**config.mk**
```make
export PLATFORM = sky130hd
export DESIGN_NAME = shiftreg_y_ctrl
export DESIGN_NICKNAME = d
export VERILOG_FILES = /design/src/rtl/shiftreg_y_ctrl.sv
export SDC_FILE = /design/constraint.sdc
export NUM_CORES = 1
export LEC_CHECK = 0
export ABC_AREA = 1
export CORE_MARGIN = 1
export CORE_UTILIZATION = 39
export DETAILED_ROUTE_END_ITERATION = 7
export PLACE_DENSITY_LB_ADDON = 0.05
export SYNTH_ARGS = -nofsm -noshare
export SYNTH_HDL_FRONTEND = slang
export SYNTH_SLANG_ARGS = --single-unit
```
**constraint.sdc**
```tcl
create_clock -name iClk -period 1.8 [get_ports iClk]
set_input_delay 0.18 -clock iClk [delete_from_list [all_inputs] [get_ports iClk]]
set_output_delay 0.18 -clock iClk [all_outputs]
set_load 0.01 [all_outputs]
```
**src/rtl/shiftreg_y_ctrl.sv**
```systemverilog
// ---------------------------------------------------------------------------
// shiftreg_y_ctrl
//
// Sequencer for the 2048-bit Y shift register (NW words of W bits) used by
// the modular-exponentiation datapath. Each single-cycle command becomes a
// correctly counted drive sequence on the register's load/enable/mode pins:
//   LOAD  (00) : one-cycle parallel load pulse
//   WRITE (01) : NW-word serial fill from a valid/ready write stream
//   READ  (10) : NW-word serial drain to a valid/ready read stream
//   SCAN  (11) : LSB-first bit scan of min(count, W*NW) bits
//
// Optional feature macro: SHIFTREG_Y_CTRL_ROTATE_EN
//   defined   -> READ feeds the drained word back in at the top, so the
//                register holds its original value after a full read.
//   undefined -> READ shifts in zeros; the register is 0 after a full read.
//
// Ports:
//   iClk, iReset        clock, asynchronous active-high reset
//   iStart, iCmd        command strobe (sampled only in IDLE) and opcode
//   iBitCount           number of bits for SCAN
//   oLoad/oEnable/oMode shift-register control (mode 00 shr32, 01 shr1, 11 hold)
//   oDataShiftReg       word inserted at the top on shr32
//   iDataShiftReg       shift-register bits [W-1:0]
//   iWrData/iWrValid/oWrReady   write stream
//   oRdData/oRdValid/iRdReady   read stream
//   oBit/oBitValid/iBitReady    scanned-bit stream
//   oBusy               high in every state except IDLE
//   oDone               one-cycle completion pulse
//
// Stream outputs are combinational decodes of the state so a transfer and
// its shift happen in the same cycle as the handshake.
// ---------------------------------------------------------------------------
module shiftreg_y_ctrl #(
  parameter int W  = 32,
  parameter int NW = 64,
  parameter int CW = 12
) (
  input  logic          iClk,
  input  logic          iReset,
  input  logic          iStart,
  input  logic [1:0]    iCmd,
  input  logic [CW-1:0] iBitCount,
  output logic          oLoad,
  output logic          oEnable,
  output logic [1:0]    oMode,
  output logic [W-1:0]  oDataShiftReg,
  input  logic [W-1:0]  iDataShiftReg,
  input  logic [W-1:0]  iWrData,
  input  logic          iWrValid,
  output logic          oWrReady,
  output logic [W-1:0]  oRdData,
  output logic          oRdValid,
  input  logic          iRdReady,
  output logic          oBit,
  output logic          oBitValid,
  input  logic          iBitReady,
  output logic          oBusy,
  output logic          oDone
);

  typedef enum logic [2:0] {
    S_IDLE = 3'd0,
    S_LOAD = 3'd1,
    S_WR   = 3'd2,
    S_RD   = 3'd3,
    S_SCAN = 3'd4,
    S_DONE = 3'd5
  } state_t;

  localparam logic [1:0] CMD_LOAD   = 2'b00;
  localparam logic [1:0] CMD_WRITE  = 2'b01;
  localparam logic [1:0] CMD_READ   = 2'b10;
  localparam logic [1:0] CMD_SCAN   = 2'b11;

  localparam logic [1:0] MODE_SHR32 = 2'b00;
  localparam logic [1:0] MODE_SHR1  = 2'b01;
  localparam logic [1:0] MODE_HOLD  = 2'b11;

  localparam int          BITS      = W * NW;
  localparam logic [6:0]  WORD_LAST = 7'(NW - 1);
  // One bit wider than the count so the W*NW ceiling is always representable.
  localparam logic [CW:0] MAX_BITS  = (CW + 1)'(BITS);
  localparam logic [CW:0] ONE_EXT   = (CW + 1)'(1);

  state_t        state_q, state_d;
  logic [1:0]    cmd_q, cmd_d;
  logic [CW-1:0] count_q, count_d;
  logic [6:0]    word_cnt_q, word_cnt_d;
  logic [CW-1:0] bit_cnt_q, bit_cnt_d;

  logic [CW:0]   n_eff_s;
  logic          bit_last_s;

  // Shift mode used for a transfer of the latched command.
  function automatic logic [1:0] xfer_mode(input logic [1:0] cmd);
    logic [1:0] m;
    case (cmd)
      CMD_SCAN: m = MODE_SHR1;
      default:  m = MODE_SHR32;
    endcase
    return m;
  endfunction

  // Effective scan length, clamped to the register size.
  assign n_eff_s    = ({1'b0, count_q} > MAX_BITS) ? MAX_BITS : {1'b0, count_q};
  // The transfer in flight is the last one of the scan.
  assign bit_last_s = (({1'b0, bit_cnt_q} + ONE_EXT) == n_eff_s);

  // Next-state, counter and output decode.
  always_comb begin
    state_d       = state_q;
    cmd_d         = cmd_q;
    count_d       = count_q;
    word_cnt_d    = word_cnt_q;
    bit_cnt_d     = bit_cnt_q;
    oLoad         = 1'b0;
    oEnable       = 1'b0;
    oMode         = MODE_HOLD;
    oDataShiftReg = {W{1'b0}};
    oWrReady      = 1'b0;
    oRdData       = {W{1'b0}};
    oRdValid      = 1'b0;
    oBit          = 1'b0;
    oBitValid     = 1'b0;
    oDone         = 1'b0;
    oBusy         = (state_q != S_IDLE);

    case (state_q)
      S_IDLE: begin
        if (iStart) begin
          cmd_d      = iCmd;
          count_d    = iBitCount;
          word_cnt_d = 7'd0;
          bit_cnt_d  = {CW{1'b0}};
          case (iCmd)
            CMD_LOAD:  state_d = S_LOAD;
            CMD_WRITE: state_d = S_WR;
            CMD_READ:  state_d = S_RD;
            CMD_SCAN:  state_d = S_SCAN;
            default:   state_d = S_IDLE;
          endcase
        end else begin
          state_d = S_IDLE;
        end
      end

      S_LOAD: begin
        oLoad   = 1'b1;
        state_d = S_DONE;
      end

      S_WR: begin
        oWrReady = 1'b1;
        if (iWrValid) begin
          oEnable       = 1'b1;
          oMode         = xfer_mode(cmd_q);
          oDataShiftReg = iWrData;
          word_cnt_d    = word_cnt_q + 7'd1;
          if (word_cnt_q == WORD_LAST) begin
            state_d = S_DONE;
          end else begin
            state_d = S_WR;
          end
        end else begin
          state_d = S_WR;
        end
      end

      S_RD: begin
        oRdValid = 1'b1;
        oRdData  = iDataShiftReg;
        if (iRdReady) begin
          oEnable = 1'b1;
          oMode   = xfer_mode(cmd_q);
`ifdef SHIFTREG_Y_CTRL_ROTATE_EN
          oDataShiftReg = iDataShiftReg;
`else
          oDataShiftReg = {W{1'b0}};
`endif
          word_cnt_d = word_cnt_q + 7'd1;
          if (word_cnt_q == WORD_LAST) begin
            state_d = S_DONE;
          end else begin
            state_d = S_RD;
          end
        end else begin
          state_d = S_RD;
        end
      end

      S_SCAN: begin
        // A zero-length scan passes straight through without offering a bit.
        if (n_eff_s == {(CW + 1){1'b0}}) begin
          state_d = S_DONE;
        end else begin
          oBitValid = 1'b1;
          oBit      = iDataShiftReg[0];
          if (iBitReady) begin
            oEnable   = 1'b1;
            oMode     = xfer_mode(cmd_q);
            bit_cnt_d = bit_cnt_q + {{(CW - 1){1'b0}}, 1'b1};
            if (bit_last_s) begin
              state_d = S_DONE;
            end else begin
              state_d = S_SCAN;
            end
          end else begin
            state_d = S_SCAN;
          end
        end
      end

      S_DONE: begin
        oDone   = 1'b1;
        state_d = S_IDLE;
      end

      default: begin
        state_d = S_IDLE;
      end
    endcase
  end

  // State, latched command and counters.
  always_ff @(posedge iClk or posedge iReset) begin
    if (iReset) begin
      state_q    <= S_IDLE;
      cmd_q      <= 2'b00;
      count_q    <= {CW{1'b0}};
      word_cnt_q <= 7'd0;
      bit_cnt_q  <= {CW{1'b0}};
    end else begin
      state_q    <= state_d;
      cmd_q      <= cmd_d;
      count_q    <= count_d;
      word_cnt_q <= word_cnt_d;
      bit_cnt_q  <= bit_cnt_d;
    end
  end

endmodule
```
# Word level (Yosys, flattened, before mapping)
# Index checks and enable logic that the tools add are counted.
classes:
  addsub: 3
  order_cmp: 1
  eq_ne: 16
  n_mux: 41
  n_reduce_logical: 9
ops:
  columns: ["cell", "count"]
  rows:
  - ["2-to-1 mux 32 bit", 3]
  - ["2-to-1 mux 12 bit", 4]
  - ["case mux 12 bit (2 select lines)", 1]
  - ["2-to-1 mux 3 bit", 7]
  - ["2-to-1 mux 7 bit", 3]
  - ["case mux 7 bit (3 select lines)", 1]
  - ["case mux 3 bit (5 select lines)", 1]
  - ["2-to-1 mux 1 bit", 14]
  - ["adder 12 x 1 -> 13 bit (second input constant)", 1]
  - ["equality test 13 x 12 -> 1 bit", 1]
  - ["logical NOT 13 bit", 1]
  - ["adder 12 x 1 -> 12 bit (second input constant)", 1]
  - ["greater-than comparator 12 bit (second input constant)", 1]
  - ["case mux 3 bit (4 select lines)", 1]
  - ["!= test 2 bit (second input constant)", 5]
  - ["2-to-1 mux 2 bit", 4]
  - ["AND reduction 4 bit", 2]
  - ["adder 7 x 1 -> 7 bit (second input constant)", 1]
  - ["equality test 7 x 6 -> 1 bit (second input constant)", 1]
  - ["equality test 2 bit (second input constant)", 3]
  - ["equality test 3 x 2 -> 1 bit (second input constant)", 2]
  - ["equality test 3 bit (second input constant)", 2]
  - ["case mux 2 bit (3 select lines)", 1]
  - ["nonzero test 3 bit", 2]
  - ["other kinds (7)", 7]
word_totals:
  ff_bits: 36
  inputBits: 84
  output_inout_bits: 74

# Depth between registers and ports, before layout
# Gate-level depths: netlist of run 1.
logic_depth:
  word_depth: 7
  mapped_depth: 14

# Worst setup path before layout of run 1
# Ideal clock, no wire load.
synth_path:
  path_kind: "reg-to-output"
  start: "reg state_q[2]"
  end: "out oMode[0]"
  arrival_ns: 1.530
  setup_slack_ns: 0.090
  stages_incl_launch_ff: 12
  path_cell_list: "dfrtp_1 > inv_2 > nand2_2 > nor2_2 > nand2_1 > o21ai_2 > nor2_2 > nand2_1 > inv_1 > nor2_1 > inv_1 > nand2_1"
synth_between:
  elab_chain_len: 2
synth_lines:
  columns: ["element", "line_no", "source"]
  rows:
  - ["from (decl)", "85", "state_t state_q, state_d;"]
  - ["from (signal assigned)", "233", "state_q <= state_d;"]
  - ["equality test 3 bit / equality test 3 x 2 -> 1 bit (equally long branches)", "128", "case (state_q)"]
  - ["case mux 2 bit (3 select lines) *", "128", null]
  - ["to (decl)", "45", "output logic [1:0] oMode,"]
# Every way passes the cells marked *; elsewhere a longest branch is shown, timed or not.

# Worst setup path in the final report of run 1
layout_path:
  start: "reg count_q[9]"
  end: "out oMode[0]"
layout_between:
  elab_chain_len: 5
layout_lines:
  columns: ["element", "line_no", "source"]
  rows:
  - ["from (decl)", "87", "logic [CW-1:0] count_q, count_d;"]
  - ["from (signal assigned)", "229", "count_q <= {CW{1'b0}};"]
  - ["from (signal assigned)", "235", "count_q <= count_d;"]
  - ["greater-than comparator 12 bit", "105", "assign n_eff_s = ({1'b0, count_q} > MAX_BITS) ? MAX_BITS : {1'b0, count_q};"]
  - ["2-to-1 mux 12 bit *", "105", null]
  - ["logical NOT 13 bit *", "193", "if (n_eff_s == {(CW + 1){1'b0}}) begin"]
  - ["2-to-1 mux 2 bit *", "193", null]
  - ["case mux 2 bit (3 select lines) *", "128", null]
# Marks and branches as above.

==> flow_metrics.tcl, run 1 <==
set metrics [dict create \
    io_pins 158 \
    synth_area_leaders "dfrtp_1, nand2_1, inv_1, nor2_1, nand3_1" \
    swShare_pct 42.7 \
    setup_viol 6 \
    final_common_cell "nand2_1" \
    dp_hpwl_mm 7.83 \
    finalWirelength_mm 10.7 \
    grt_pass1_vias 3341 \
    antenna_found_initial 0 \
    cap_violations 0 \
    yosysUniqueCellTypes 33 \
    clock-root-buffer "clkbuf_8" \
    period_needed_ns 1.99 \
    fin_tns_setup_ns -0.741 \
    synth_area_mm2 0.00285 \
    drv_slew 0 \
    status "finished with violations" \
    hold_violations 0 \
    path_clk_slew_ns 0.07 \
    die_h_um 87.5 \
    die_w_um 87.5 \
    syn_area_per_cell_um2 5.99 \
    finClkSkew_ns 0.00407 \
    antenna_left 0 \
    worstPathMaxFanout 3 \
    gp_congestion 0.855 \
    required_ns 1.62 \
    rsz0062_at_grt "yes" \
    pwr-share-seq_pct 24.1 \
    yosysSeqAreaShare_pct 31.6 \
    r2r_cells 15 \
    clkLatencyLatePin_ns 0.29 \
    start_util_pct 41.2 \
    violations "setup timing" \
    r2r_slack_ns -0.07 \
    drive_above_1_share_pct 24.7 \
    grt_start_max_net_pins 37 \
    drtPass1Iterations 4 \
    internal_power_mw 2.90 \
    clockPowerShare_pct 11.7 \
    synth_top_area_cell "dfrtp_1" \
    clock_sinks 36 \
    ys_dominant_reg_cell "dfrtp_1" \
    remaining_drc_errors 0 \
    combPwrFrac_pct 64.2 \
    layout.nets 768 \
    drt_iter0_drc 127 \
    power_mw 5.07 \
    numCtsBuffers 5 \
    endpoint_kind "output port" \
    ys_ff_latch 36 \
    htree_levels 2 \
    max-slew-margin-rel_pct 68.5 \
    endpoint "oMode[0]" \
    async_flop_share_pct 100 \
    area_growth_pct 80.1 \
    power_leakage_nw 2.88 \
    power.density_mw_per_mm2 988 \
    r2r-end "state_q[0]" \
    synth_edf_count 0 \
    syn_nets 565 \
    die_area_mm2 0.00765 \
    mostFrequentLayoutCells "nand2_1, inv_1, clkdlybuf4s50_1, nor2_1, buf_4" \
    grt_overflow 0 \
    crit_type "reg2out" \
    timing.fmax_mhz 503 \
    grt_pass1_wl_mm 15.4 \
    clockBufferDepth 2 \
    wire_per_inst_um 13.8 \
    netlist_instances 476 \
    crit_path_start_kind "flop" \
    finish.utilization_pct 74.3 \
    place.port_buffers 157 \
    setup_ws_ns -0.187 \
    viasPerCell 4.66 \
    rr_startpoint "count_q[9]" \
    grtUsageTotal_pct 26.2 \
    yosysTopAreaCellShare_pct 31.6 \
    vias 3615 \
    worstPathArrival_ns 1.81 \
    num_rows 30 \
    fin_crit_sh_pct 110 \
    worstMarginPinSlew_ns 0.472 \
    vdd_drop_max_v 0.000790 \
    switchingPower_mw 2.16 \
    yosys_warnings 0 \
    holdCritPathClass "in2async" \
    crit_start "count_q[9]" \
    core-area_mm2 0.00691 \
    diodes 0 \
    cts_tree "yes" \
]
[stage by stage]
stage | worst slack [ns] | cells | hold WS (ns) | cell area (µm²)
after floorplan | 0.0900 | 476 | 0.290 | 2850
after global placement | -0.296 | 755 | 0.470 | 4790
after detailed placement | -0.318 | 755 | 0.475 | 4790
after CTS | -0.203 | 772 | 0.316 | 4820
after global routing | -0.269 | 776 | 0.368 | 5130
final | -0.187 | 776 | 0.306 | 5130
[sequential cells by signal, indices dropped and copies added, names as in the netlist]
name,cells
count_q,12
bit_cnt_q,12
word_cnt_q,7
state_q,3
cmd_q,2
[power groups by stage]
| stage | Sequential [mW] | Combinational, mW | Clock [mW] |
|---|---|---|---|
| global route | 1.24 | 3.53 | 0.635 |
| detailed placement | 1.21 | 2.81 | 0 |
| global placement | 1.19 | 2.77 | 0 |
| floorplan | 1.22 | 1.37 | 0 |
| finish | 1.22 | 3.25 | 0.595 |
| CTS | 1.20 | 2.92 | 0.604 |
[cell families after synthesis]
| logic type | Yosys count | share of synthesized area (%) |
|---|---|---|
| adder cells (fa/ha/maj) | 5 | 2.20 |
| XOR/XNOR | 7 | 2.15 |
| flip-flops | 36 | 31.6 |
| buffers and inverters | 115 | 16.0 |
| AND/OR/NAND/NOR | 288 | 42.9 |
| AO/OA/AOI/OAI | 25 | 5.14 |
[synthesized netlist by cell type (4+ instances only)]
master	count
o21ai_0	12
a21oi_1	4
ha_1	5
inv_1	99
xnor2_1	5
nand2_1	131
nand3_2	5
nor3_1	5
nand3_1	26
nor2_1	98
nor2_2	4
nand2_2	7
dfrtp_1	36
clkbuf_1	4
[what timing repair did]
item | CTS | global route
setup endpoints to repair | 85 | 68
setup buffers | 9 | 4
gates cloned | 0 | 3
hold buffers | 0 | 0
gates resized for setup | 201 | 79
pin swaps | 7 | 7
[final cells by class]
cell class / instances / area (µm²)
clock buffer: 8 / 90.1
fill: 601 / 1780
inverter: 101 / 382
multi-input combinational: 326 / 1740
sequential: 36 / 903
tap: 96 / 120
timing repair buffer: 209 / 1890
[worst max-delay path, stage by stage, from the launching register on]
cell	delay (ns)
dfrtp_1	0.38
or2_1	0.23
nor2_1	0.10
nand2_1	0.07
nand2_2	0.09
o21ai_2	0.06
nand3_2	0.11
nand2_4	0.07
nor2_4	0.13
nor2_4	0.06
inv_2	0.06
nand2_1	0.04
buf_2	0.13
[metal layers]
layer / GRT usage [%] / up-vias / share of wire, %
li1: - / 1806 / -
met4: 11.8 / 0 / 2.9
met5: 0 / - / 0
met2: 49.3 / 117 / 52
met3: 7.30 / 28 / 8.4
met1: 26.7 / 1664 / 37
[worst min path at each step]
stage	endpoint	slack, ns	depth (start not counted)
global placement	cmd_q[1]	0.47	2
detailed placement	cmd_q[1]	0.47	2
CTS	count_q[4]	0.32	3
floorplan	count_q[0]	0.29	2
global route	count_q[4]	0.37	3
finish	count_q[8]	0.31	3
(Power assumes the default switching activity.)
==> inputs of run 2 (changes only) <==
--- a/config.mk
+++ b/config.mk
@@ -8,6 +8,7 @@
 export ABC_AREA = 1
 export CORE_MARGIN = 1
 export CORE_UTILIZATION = 39
+export CTS_CLUSTER_DIAMETER = 30
 export DETAILED_ROUTE_END_ITERATION = 7
 export PLACE_DENSITY_LB_ADDON = 0.05
 export SYNTH_ARGS = -nofsm -noshare
==> results of run 2 <==
No change in the layout: final DEF, timing and power equal those of run 1.
==> inputs of run 3 (changes only) <==
--- a/config.mk
+++ b/config.mk
@@ -11,6 +11,7 @@
 export CTS_CLUSTER_DIAMETER = 30
 export DETAILED_ROUTE_END_ITERATION = 7
 export PLACE_DENSITY_LB_ADDON = 0.05
+export RECOVER_POWER = 100
 export SYNTH_ARGS = -nofsm -noshare
 export SYNTH_HDL_FRONTEND = slang
 export SYNTH_SLANG_ARGS = --single-unit
==> constraint.sdc (replaced) <==
create_clock -name iClk -period 1.8 [get_ports iClk]
set_input_delay 0.45 -clock iClk [delete_from_list [all_inputs] [get_ports iClk]]
set_output_delay 0.45 -clock iClk [all_outputs]
set_load 0.01 [all_outputs]
==> run 3 against run 2 <==
Against the previous run:
- hold slack better by 0.21 ns
- largest power group unchanged
- the flow still finishes with violations (setup timing)
- sequential power about the same
- critical path type unchanged
- cell count up 3.9%
- largest cell class unchanged
==> flow_metrics.tcl, run 3 (synthesized netlist as in run 1, its figures left out) <==
set metrics [dict create \
    fill_cells 364 \
    setup_ws_ns -0.491 \
    min_to "cmd_q[1]" \
    clockPowerShare_pct 10.6 \
    fin_tns_setup_ns -22.23 \
    finClkSkew_ns 0.00568 \
    dp_hpwl_mm 6.84 \
    place.port_buffers 157 \
    rsz0062_at_grt "yes" \
    timing.fmax_mhz 436 \
    drive_above_1_share_pct 37.3 \
    die_area_mm2 0.00765 \
    viasPerCell 5.01 \
    vias 4038 \
    wire_per_inst_um 16.3 \
    crit_path_start_kind "flop" \
    r2r_cells 13 \
    swShare_pct 43.8 \
    final_area_mm2 0.00594 \
    worstPathArrival_ns 1.84 \
    finalWirelength_mm 13.2 \
    largestRegisters "bit_cnt_q (12), count_q (12), word_cnt_q (7)" \
    violations "setup timing" \
    grt_pass1_wl_mm 15.0 \
    holdCritPathClass "reg2reg" \
    clockBufferDepth 2 \
    core-area_mm2 0.00691 \
    max-slew-margin-rel_pct 37.9 \
    crit_type "reg2out" \
    antenna_found_initial 0 \
    cts_tree "yes" \
    grtUsageTotal_pct 24.8 \
    holdPathStages 2 \
    clkLatencyLatePin_ns 0.29 \
    die_h_um 87.5 \
    numCtsBuffers 5 \
    gp_congestion 0.844 \
    fin_crit_sh_pct 127 \
    cts_hold_buf 0 \
    remaining_drc_errors 0 \
    io_pins 158 \
    clock-root-buffer "clkbuf_8" \
    htree_levels 2 \
    status "finished with violations" \
    final-seq-area_um2 903 \
    drt_iter0_drc 281 \
    power_leakage_nw 3.05 \
    drtPass1Iterations 7 \
    endpoint_kind "output port" \
    pwr-share-seq_pct 21.7 \
    power.density_mw_per_mm2 971 \
    drv_slew 0 \
    vdd_drop_max_v 0.000758 \
    grt_overflow 0 \
    die_w_um 87.5 \
    grt_pass1_vias 3529 \
    place_area_mm2 0.00482 \
    mostFrequentLayoutCells "nand2_1, inv_1, clkdlybuf4s50_1, buf_6, nor2_4" \
    switchingPower_mw 2.53 \
    antenna_left 0 \
    worstMarginPinSlew_ns 0.931 \
    path_clk_slew_ns 0.08 \
    layout.nets 798 \
    cap_violations 0 \
    area_growth_pct 109 \
    num_rows 30 \
    start_util_pct 41.2 \
    diodes 0 \
    hold_violations 0 \
    clock_sinks 36 \
    r2r_slack_ns -0.28 \
    final_common_cell "nand2_1" \
    finish.utilization_pct 86.1 \
    setup_viol 94 \
    period_needed_ns 2.29 \
    grt_start_max_net_pins 37 \
    multi_input_area_mm2 0.00203 \
    combPwrFrac_pct 67.7 \
    worstPathMaxFanout 3 \
    rr_startpoint "state_q[1]" \
    min-delay-start "cmd_q[1]" \
    internal_power_mw 3.24 \
    r2r-end "word_cnt_q[5]" \
    required_ns 1.35 \
]
## run 3: what timing repair did
action	CTS	global route
gates resized for setup	374	150
pin swaps	6	13
setup endpoints to repair	86	99
buffers inserted	20	22
gates cloned	4	4
## run 3: power groups by stage
stage / combinational, mW / clock [mW] / sequential, mW
2_1_floorplan: 1.38 / 0 / 1.23
3_3_place_gp: 2.73 / 0 / 1.21
3_5_place_dp: 2.77 / 0 / 1.22
4_1_cts: 3.15 / 0.612 / 1.21
5_1_grt: 4.19 / 0.648 / 1.27
6_report: 3.90 / 0.613 / 1.25
## run 3: per-stage QoR
stage	hold WS, ns	total power, mW	worst slack, ns	instances
6_report	0.519	5.77	-0.491	806
3_5_place_dp	0.480	3.99	-0.699	758
4_1_cts	0.497	4.97	-0.471	790
2_1_floorplan	0.453	2.60	-0.0486	476
3_3_place_gp	0.474	3.94	-0.661	758
5_1_grt	0.536	6.11	-0.644	806
## run 3: routing by layer
layer / GRT usage, % / wire length (µm)
met1: 27.2 / 4520
met2: 47.2 / 7090
met4: 8.79 / 686
met5: 0 / 0
met3: 4.64 / 884
## run 3: how the worst max path moves through the flow
stage / start / end / slack, ns
detailed placement: iWrValid / oMode[0] / -0.70
floorplan: count_q[8] / oMode[0] / -0.05
finish: count_q[8] / oMode[0] / -0.49
global placement: iWrValid / oMode[0] / -0.66
global route: count_q[8] / oMode[0] / -0.64
CTS: count_q[8] / oMode[0] / -0.47
## run 3: final cells by class
type	count	area share, %
timing repair buffer	239	40.7
multi-input combinational	326	34.1
sequential	36	15.2
inverter	101	6.42
tap	96	2.02
clock buffer	8	1.52
## run 3: critical path, cell delays in order, from the launching register on
cell	delay, ns
dfrtp_1	0.38
or2_1	0.25
nor2_1	0.12
nand2_1	0.07
nand2_2	0.09
o21ai_1	0.08
nand3_2	0.08
nand2_2	0.08
nor2_4	0.12
nor2_2	0.06
inv_2	0.05
nand2_1	0.04
buf_2	0.13
